File: config.mk
export PLATFORM = sky130hd
export DESIGN_NAME = ob_install_ctrl
export DESIGN_NICKNAME = d
export VERILOG_FILES = /design/src/rtl/ob_pkg.sv /design/src/rtl/ob_install_ctrl.sv
export SDC_FILE = /design/constraint.sdc
export NUM_CORES = 1
export LEC_CHECK = 0
export BUFFER_PORTS_ARGS = -buffer_cell sky130_fd_sc_hd__buf_2
export CAP_MARGIN = 20
export CORE_MARGIN = 5
export CORE_UTILIZATION = 59
export DETAILED_ROUTE_END_ITERATION = 8
export GPL_TIMING_DRIVEN = 0
export PLACE_DENSITY = 0.91
export SYNTH_ARGS = -nofsm -noshare
export SYNTH_HDL_FRONTEND = slang
export SYNTH_SLANG_ARGS = --single-unit
File: constraint.sdc
create_clock -name clk -period 7 [get_ports clk]
set_input_delay 0 -clock clk [delete_from_list [all_inputs] [get_ports clk]]
set_output_delay 0 -clock clk [all_outputs]
set_load 0.02 [all_outputs]
File: src/rtl/ob_pkg.sv
// rtl/ob_pkg.sv - shared order-book entry type used by the install controller and its tables
package ob_pkg;

  typedef struct packed {
    logic [7:0]  id;
    logic [15:0] price;
    logic [15:0] qty;
  } table_t;

endpackage

File: src/rtl/ob_install_ctrl.sv
// rtl/ob_install_ctrl.sv - command FIFO steering installs to bid/ask ob_tables
// and round-robin draining of their reject paths to a response channel.
module ob_install_ctrl #(
  parameter int DEPTH = 8,
  parameter int CNT_W = $clog2(DEPTH + 1)
) (
  input  logic                 clk,
  input  logic                 rst,
  input  logic                 cmd_vld,
  input  logic                 cmd_is_ask,
  input  ob_pkg::table_t       cmd_entry,
  output logic                 cmd_rdy_r,
  output logic                 bid_install_vld,
  output ob_pkg::table_t       bid_install,
  output logic                 ask_install_vld,
  output ob_pkg::table_t       ask_install,
  input  logic                 bid_reject_valid_r,
  input  logic                 ask_reject_valid_r,
  output logic                 bid_reject_pop,
  output logic                 ask_reject_pop,
  output logic                 rsp_reject_vld,
  output logic                 rsp_reject_is_ask,
  input  logic                 rsp_reject_rdy,
  output logic [CNT_W-1:0]     occupancy_r
);

  localparam int PTR_W = $clog2(DEPTH);

  typedef struct packed {
    logic           is_ask;
    ob_pkg::table_t entry;
  } slot_t;

  slot_t            mem_q [DEPTH];
  logic [PTR_W-1:0] wr_ptr_q, rd_ptr_q;
  logic [CNT_W-1:0] occ_q, occ_d;
  logic             rdy_q, rdy_d;
  logic             rr_q;

  slot_t head;
  logic  empty, blocked, issue, push;
  logic  any_rej, sel_ask, rsp_hs;

  assign head    = mem_q[rd_ptr_q];
  assign empty   = (occ_q == '0);
  assign blocked = head.is_ask ? ask_reject_valid_r : bid_reject_valid_r;
  assign issue   = rst && !empty && !blocked;
  assign push    = cmd_vld && rdy_q;

  // A lone reject wins outright; rr_q only breaks ties when both sides are pending.
  assign any_rej = bid_reject_valid_r || ask_reject_valid_r;
  assign sel_ask = (bid_reject_valid_r && ask_reject_valid_r) ? rr_q : ask_reject_valid_r;
  assign rsp_hs  = rst && any_rej && rsp_reject_rdy;

  assign occ_d = occ_q + CNT_W'(push) - CNT_W'(issue);
  assign rdy_d = (occ_d < CNT_W'(DEPTH));

  assign cmd_rdy_r         = rdy_q;
  assign occupancy_r       = occ_q;
  assign bid_install_vld   = issue && !head.is_ask;
  assign ask_install_vld   = issue && head.is_ask;
  assign bid_install       = rst ? head.entry : '0;
  assign ask_install       = rst ? head.entry : '0;
  assign rsp_reject_vld    = rst && any_rej;
  assign rsp_reject_is_ask = rst && sel_ask;
  assign bid_reject_pop    = rsp_hs && !sel_ask;
  assign ask_reject_pop    = rsp_hs && sel_ask;

  always_ff @(posedge clk or negedge rst) begin
    if (!rst) begin
      wr_ptr_q <= '0;
      rd_ptr_q <= '0;
      occ_q    <= '0;
      rdy_q    <= 1'b0;
      rr_q     <= 1'b0;
    end else begin
      if (push)   wr_ptr_q <= wr_ptr_q + 1'b1;
      if (issue)  rd_ptr_q <= rd_ptr_q + 1'b1;
      if (rsp_hs) rr_q     <= !sel_ask;
      occ_q <= occ_d;
      rdy_q <= rdy_d;
    end
  end

  // Storage needs no reset: occupancy alone decides which slots are live.
  always_ff @(posedge clk) begin
    if (push) mem_q[wr_ptr_q] <= '{is_ask: cmd_is_ask, entry: cmd_entry};
  end

`ifndef SYNTHESIS
  always_ff @(posedge clk) begin
    if (rst) begin
      assert (!(push && occ_q == CNT_W'(DEPTH))) else $error("push into full fifo");
      assert (!(issue && empty)) else $error("pop from empty fifo");
      assert (occ_q <= CNT_W'(DEPTH)) else $error("occupancy overflow");
      assert (!(bid_install_vld && ask_install_vld)) else $error("dual install strobe");
    end
  end
`endif

endmodule

# Word level (Yosys, flattened, before mapping)
# Memories as Yosys holds them, arrays and structs flattened.
# Index checks and enable logic that the tools add are counted.
# totals
regBits,12
ram_bits,328
inputBits,47
out_inout_bits,91
mem_count,1
# classes
addsub,4
order_cmp,1
n_mux,5
reduce_logical,17
# memory_table
memory,words,width,read_ports,rd_ports_with_merged_regs,wr,line_no,rtl
mem_q,8,41,1,0,1,ob_install_ctrl.sv:34,slot_t mem_q [DEPTH];
# op_table
operator,n
two-way mux 40 bit,1
logical AND 1 bit,11
adder 3 x 1 -> 3 bit (second input constant),2
adder 4 x 1 -> 4 bit,1
logical NOT 1 bit,4
logical NOT 4 bit,1
less-than comparator 4 bit (second input constant),1
two-way mux 1 bit,4
subtractor 4 x 1 -> 4 bit,1
logical OR 1 bit,1

# Depth between registers and ports, before layout
# depth
word_depth,6
mapped_depth,13
mapped_depth_nobuf,13

# Worst setup path before layout
# No wires, ideal clock.
# synth_timing
path_type,reg-to-reg
from,register rdy_q (netlist: cmd_rdy_r)
to,"memory mem_q[0][0] (netlist name), enable pin"
setup_ps,542
t_arrival_ps,4611
required_ps,6458
setup_slack_ps,1848
path_stages_with_launch,3
path_buffers,0
period_less_slack_ps,5152
path_cell_list,dfrtp_1 -> nand2_1 -> nor4_1
# synth_via
elab_chain_len,3
# synth_lines
element,line_no,rtl
"start, declared",ob_install_ctrl.sv:37,"logic rdy_q, rdy_d;"
"start signal, assigned",ob_install_ctrl.sv:81,rdy_q <= rdy_d;
logical AND 1 bit,ob_install_ctrl.sv:48,assign push = cmd_vld && rdy_q;
two-way mux 1 bit,ob_install_ctrl.sv:87,"if (push) mem_q[wr_ptr_q] <= '{is_ask: cmd_is_ask, entry: cmd_entry};"
two-way mux 1 bit (not written as such),ob_install_ctrl.sv:87,
"end, declared",ob_install_ctrl.sv:34,
# No other way between the ends.

# Worst setup path in the final report
# layout_timing
from,register rd_ptr_q[0]
to,register occ_q[2] (netlist: occupancy_r[2])
# layout_via
elab_chain_len,5
# layout_lines
element,line_no,rtl
"start, declared",ob_install_ctrl.sv:35,"logic [PTR_W-1:0] wr_ptr_q, rd_ptr_q;"
"start signal, assigned",ob_install_ctrl.sv:78,if (issue) rd_ptr_q <= rd_ptr_q + 1'b1;
memory read (8 x 41 bit),--,
two-way mux 1 bit,ob_install_ctrl.sv:46,assign blocked = head.is_ask ? ask_reject_valid_r : bid_reject_valid_r;
logical NOT 1 bit,ob_install_ctrl.sv:47,assign issue = rst && !empty && !blocked;
logical AND 1 bit,ob_install_ctrl.sv:47,
subtractor 4 x 1 -> 4 bit,ob_install_ctrl.sv:55,assign occ_d = occ_q + CNT_W'(push) - CNT_W'(issue);
via occ_d[2],ob_install_ctrl.sv:36,"logic [CNT_W-1:0] occ_q, occ_d;"
"end signal, assigned",ob_install_ctrl.sv:73,occ_q <= '0;
"end signal, assigned",ob_install_ctrl.sv:80,occ_q <= occ_d;
"end, declared",ob_install_ctrl.sv:36,
# The timed path passes the listed nets, and every way through them passes these cells.
# A chain may end at the register's enable or synchronous reset.

==> out/summary.txt <==
Status - complete, no violations
Buffers on Ports - 137
Cell leakage power - 0.00587 µW
Antenna violations before repair - 0
Final wirelength - 28900 µm
Final setup fails - 0
Crit Path Max Fanout - 10
Total GRT Usage - 22.4%
Dpl hpwl - 17900 µm
DR pass1 iterations - 5
Die area - 0.0259 mm²
Commonest non-fill, non-tap cell in the layout - edfxtp_1
Total Neg Setup Slack - 0 ns
Drt initial violations - 568
Post-CTS setup buffer count - 0
Worst Tran Pin Value - 1.06 ns
Die Span Y - 161 µm
Synth unique cells - 36
Gate Count Post-Synth - 633
Die W - 161 µm
TritonCTS Buffers - 31
RSZ-0062 raised after global routing - no
Min Tclk post-route - 3.18 ns
Average size of a mapped cell - 21.2 µm²
Setup crit start kind - flop
H-tree depth - 1
Rows - 55
Clk Latency, worst-skew pair - 0.55 ns
Core footprint - 0.0225 mm²
Hold Fails Final Rpt - 0
Relative slew slack - 28.7%
Period utilisation layout - 45.5%
CTS Sinks - 340
Pin count of the biggest net entering global routing - 25
Multi-input combinational cell area - 0.00287 mm²
Final Max Tran Viols - 0
Buffers & Inverters on Critical Path - 4
Netlist Area Pre-Place - 0.0134 mm²
Bufs on Longest Clock Path - 3
CTS tree - yes
Worst path arrival time - 3.62 ns
Fill cells - 1270
Crit path cell chain - buf_6 > mux2_4 > mux4_2 > mux2i_2 > inv_1 > ha_1 > inv_1 > ha_1 > inv_1 > fa_1 > xnor2_1
I/O pins - 138
Post-route DRC - 0
CP most frequent cell - inv_1
Seq/Total Area, Yosys - 75.6%
FF+latch area - 0.0101 mm²
Pwr Density - 396 mW/mm²
Vias in the first global route - 7411
Initial Util - 59.7%
Crit path max-delay family - multiplexers
Routed vias - 6954
Synth top area cells - edfxtp_1 (73%), mux4_2 (14%), mux2i_1 (3.1%)
Antenna cells - 0
Non-filler cells, final - 1185
First-pass GRT wire length - 43300 µm
Drt wl/cell - 24.3 µm
Syn Nets - 688
Top-area cell type share of the netlist area - 73.4%
Maximum clock frequency - 314 MHz
Worst Hold Class - input pin to flop
Area delta synth->final - 21.4%
Nets - 932
Commonest cells after routing, fill and taps aside - edfxtp_1 (328), buf_2 (145), mux4_2 (81)
Yosys reg bits - 340
Max-Cap Viols - 0
YS warnings - 0
Setup crit end kind - flop
Synth area leader - edfxtp_1
Root Driver - clkbuf_16
Slowest cell on the critical path - mux4_2
Clock Skew - 0.00717 ns
Peak supply drop - 0.328 mV
Share of cells above drive strength 1 - 39.6%
Post_cts resized - 0
DRT antenna net count - 0
Remaining Overflow, GRT - 0
Kind of critical path - flop to flop
Reg clk slew, reported paths - 0.07 ns
Routability Congestion - 0.727
Placed Cells - 1081
Worst path max stage delay - 0.56 ns
Req. time, crit path - 7.44 ns
Vias/cell - 5.87
## final timing paths
check | startpoint | to | slack (ns) | cells past startpoint
max in group asynchronous | rst | wr_ptr_q[0]$_DFFE_PN0P_ | 5.93 | 3
max reg2reg | rd_ptr_q[0]$_DFFE_PN0N_ | occupancy_r[2]$_DFF_PN0_ | 3.82 | 11
min in group asynchronous | rst | rd_ptr_q[0]$_DFFE_PN0N_ | 0.67 | 3
min reg2reg | occupancy_r[0]$_DFF_PN0_ | occupancy_r[0]$_DFF_PN0_ | 0.57 | 1
max | rd_ptr_q[0]$_DFFE_PN0N_ | occupancy_r[2]$_DFF_PN0_ | 3.82 | 11
min | ask_reject_valid_r | rd_ptr_q[0]$_DFFE_PN0N_ | 0.12 | 4
## final cells by class
cell class                 count  share of cell area (%)
buffer                        67                    2.57
clock buffer                  42                    5.26
timing repair buffer         211                    9.11
tap                          285                    2.19
clock inverter                14                   0.783
inverter                      10                   0.230
multi-input combinational    216                    17.6
sequential                   340                    62.3
## kinds of logic (layout without fill, tap and decap cells)
logic type / after synthesis / after routing / synth area share, %
compound gates: 5 / 5 / 0.242
simple gates: 68 / 68 / 2.29
flops: 340 / 340 / 75.6
buf+inv: 77 / 344 / 3.40
xor+xnor: 6 / 6 / 0.391
fa+ha+maj: 8 / 8 / 0.801
mux: 129 / 129 / 17.3
## synthesized netlist by cell type
library cell	number
and2_1	1
a21oi_1	2
or3b_2	1
buf_4	40
mux2_2	4
mux2_1	1
nand3_1	3
clkbuf_1	14
nand4b_1	2
a31oi_1	1
xnor2_1	5
buf_1	4
a21o_1	1
and4_1	1
and3_1	1
nor2b_1	1
edfxtp_1	328
mux2i_1	41
buf_6	1
clkinv_1	1
mux2i_2	1
mux4_2	81
fa_1	1
nand2b_1	3
dfrtp_1	12
nor4_1	1
ha_1	7
nor3_1	6
a41oi_1	1
nor2_1	45
inv_1	9
mux2_4	1
xor2_1	1
buf_2	8
nand2_1	2
nor3b_1	1
## stage by stage
step	setup WS (ns)	utilization [%]	hold slack (ns)	power, µW	area (µm²)
6_report	3.82	72.4	0.121	6450	16300
5_1_grt	3.71	72.4	0.135	6750	16300
4_1_cts	3.83	72.4	0.0729	6500	16300
3_5_place_dp	3.88	65.9	-0.0590	4840	14800
3_3_place_gp	-1.49	64.3	-0.0622	4720	14500
2_1_floorplan	1.85	-	-0.296	4170	13400
## power by group
| part | switching (µW) | internal (µW) | total (µW) |
|---|---|---|---|
| sequential | 87.2 | 2460 | 2550 |
| combinational | 1250 | 1030 | 2280 |
| clock | 700 | 929 | 1630 |
## registers in the layout, indices dropped and copies added (netlist names)
name,cells
mem_q,328
occupancy_r,4
rd_ptr_q,3
wr_ptr_q,3
cmd_rdy_r,1
rr_q,1
## metal layers
metal	GRT usage [%]	up-vias	share of wire [%]
li1	-	3013	-
met1	28.2	3580	37
met2	40.6	301	54
met3	3.13	60	5.5
met4	7.41	0	3.0
met5	0	-	0
## worst reg2reg max path, cell delays in order, from the launching register on
cell	delay, ns
dfrtp_1	0.48
buf_6	0.19
mux2_4	0.30
mux4_2	0.56
mux2i_2	0.34
inv_1	0.10
ha_1	0.28
inv_1	0.06
ha_1	0.15
inv_1	0.06
fa_1	0.40
xnor2_1	0.14
## repair_timing
item,4_1_cts,5_1_grt
hold buffers,48,0
endpoints found under the setup margin,0,0
endpoints found under the hold margin,344,0
Note: power is estimated with default switching activity, not from simulation.
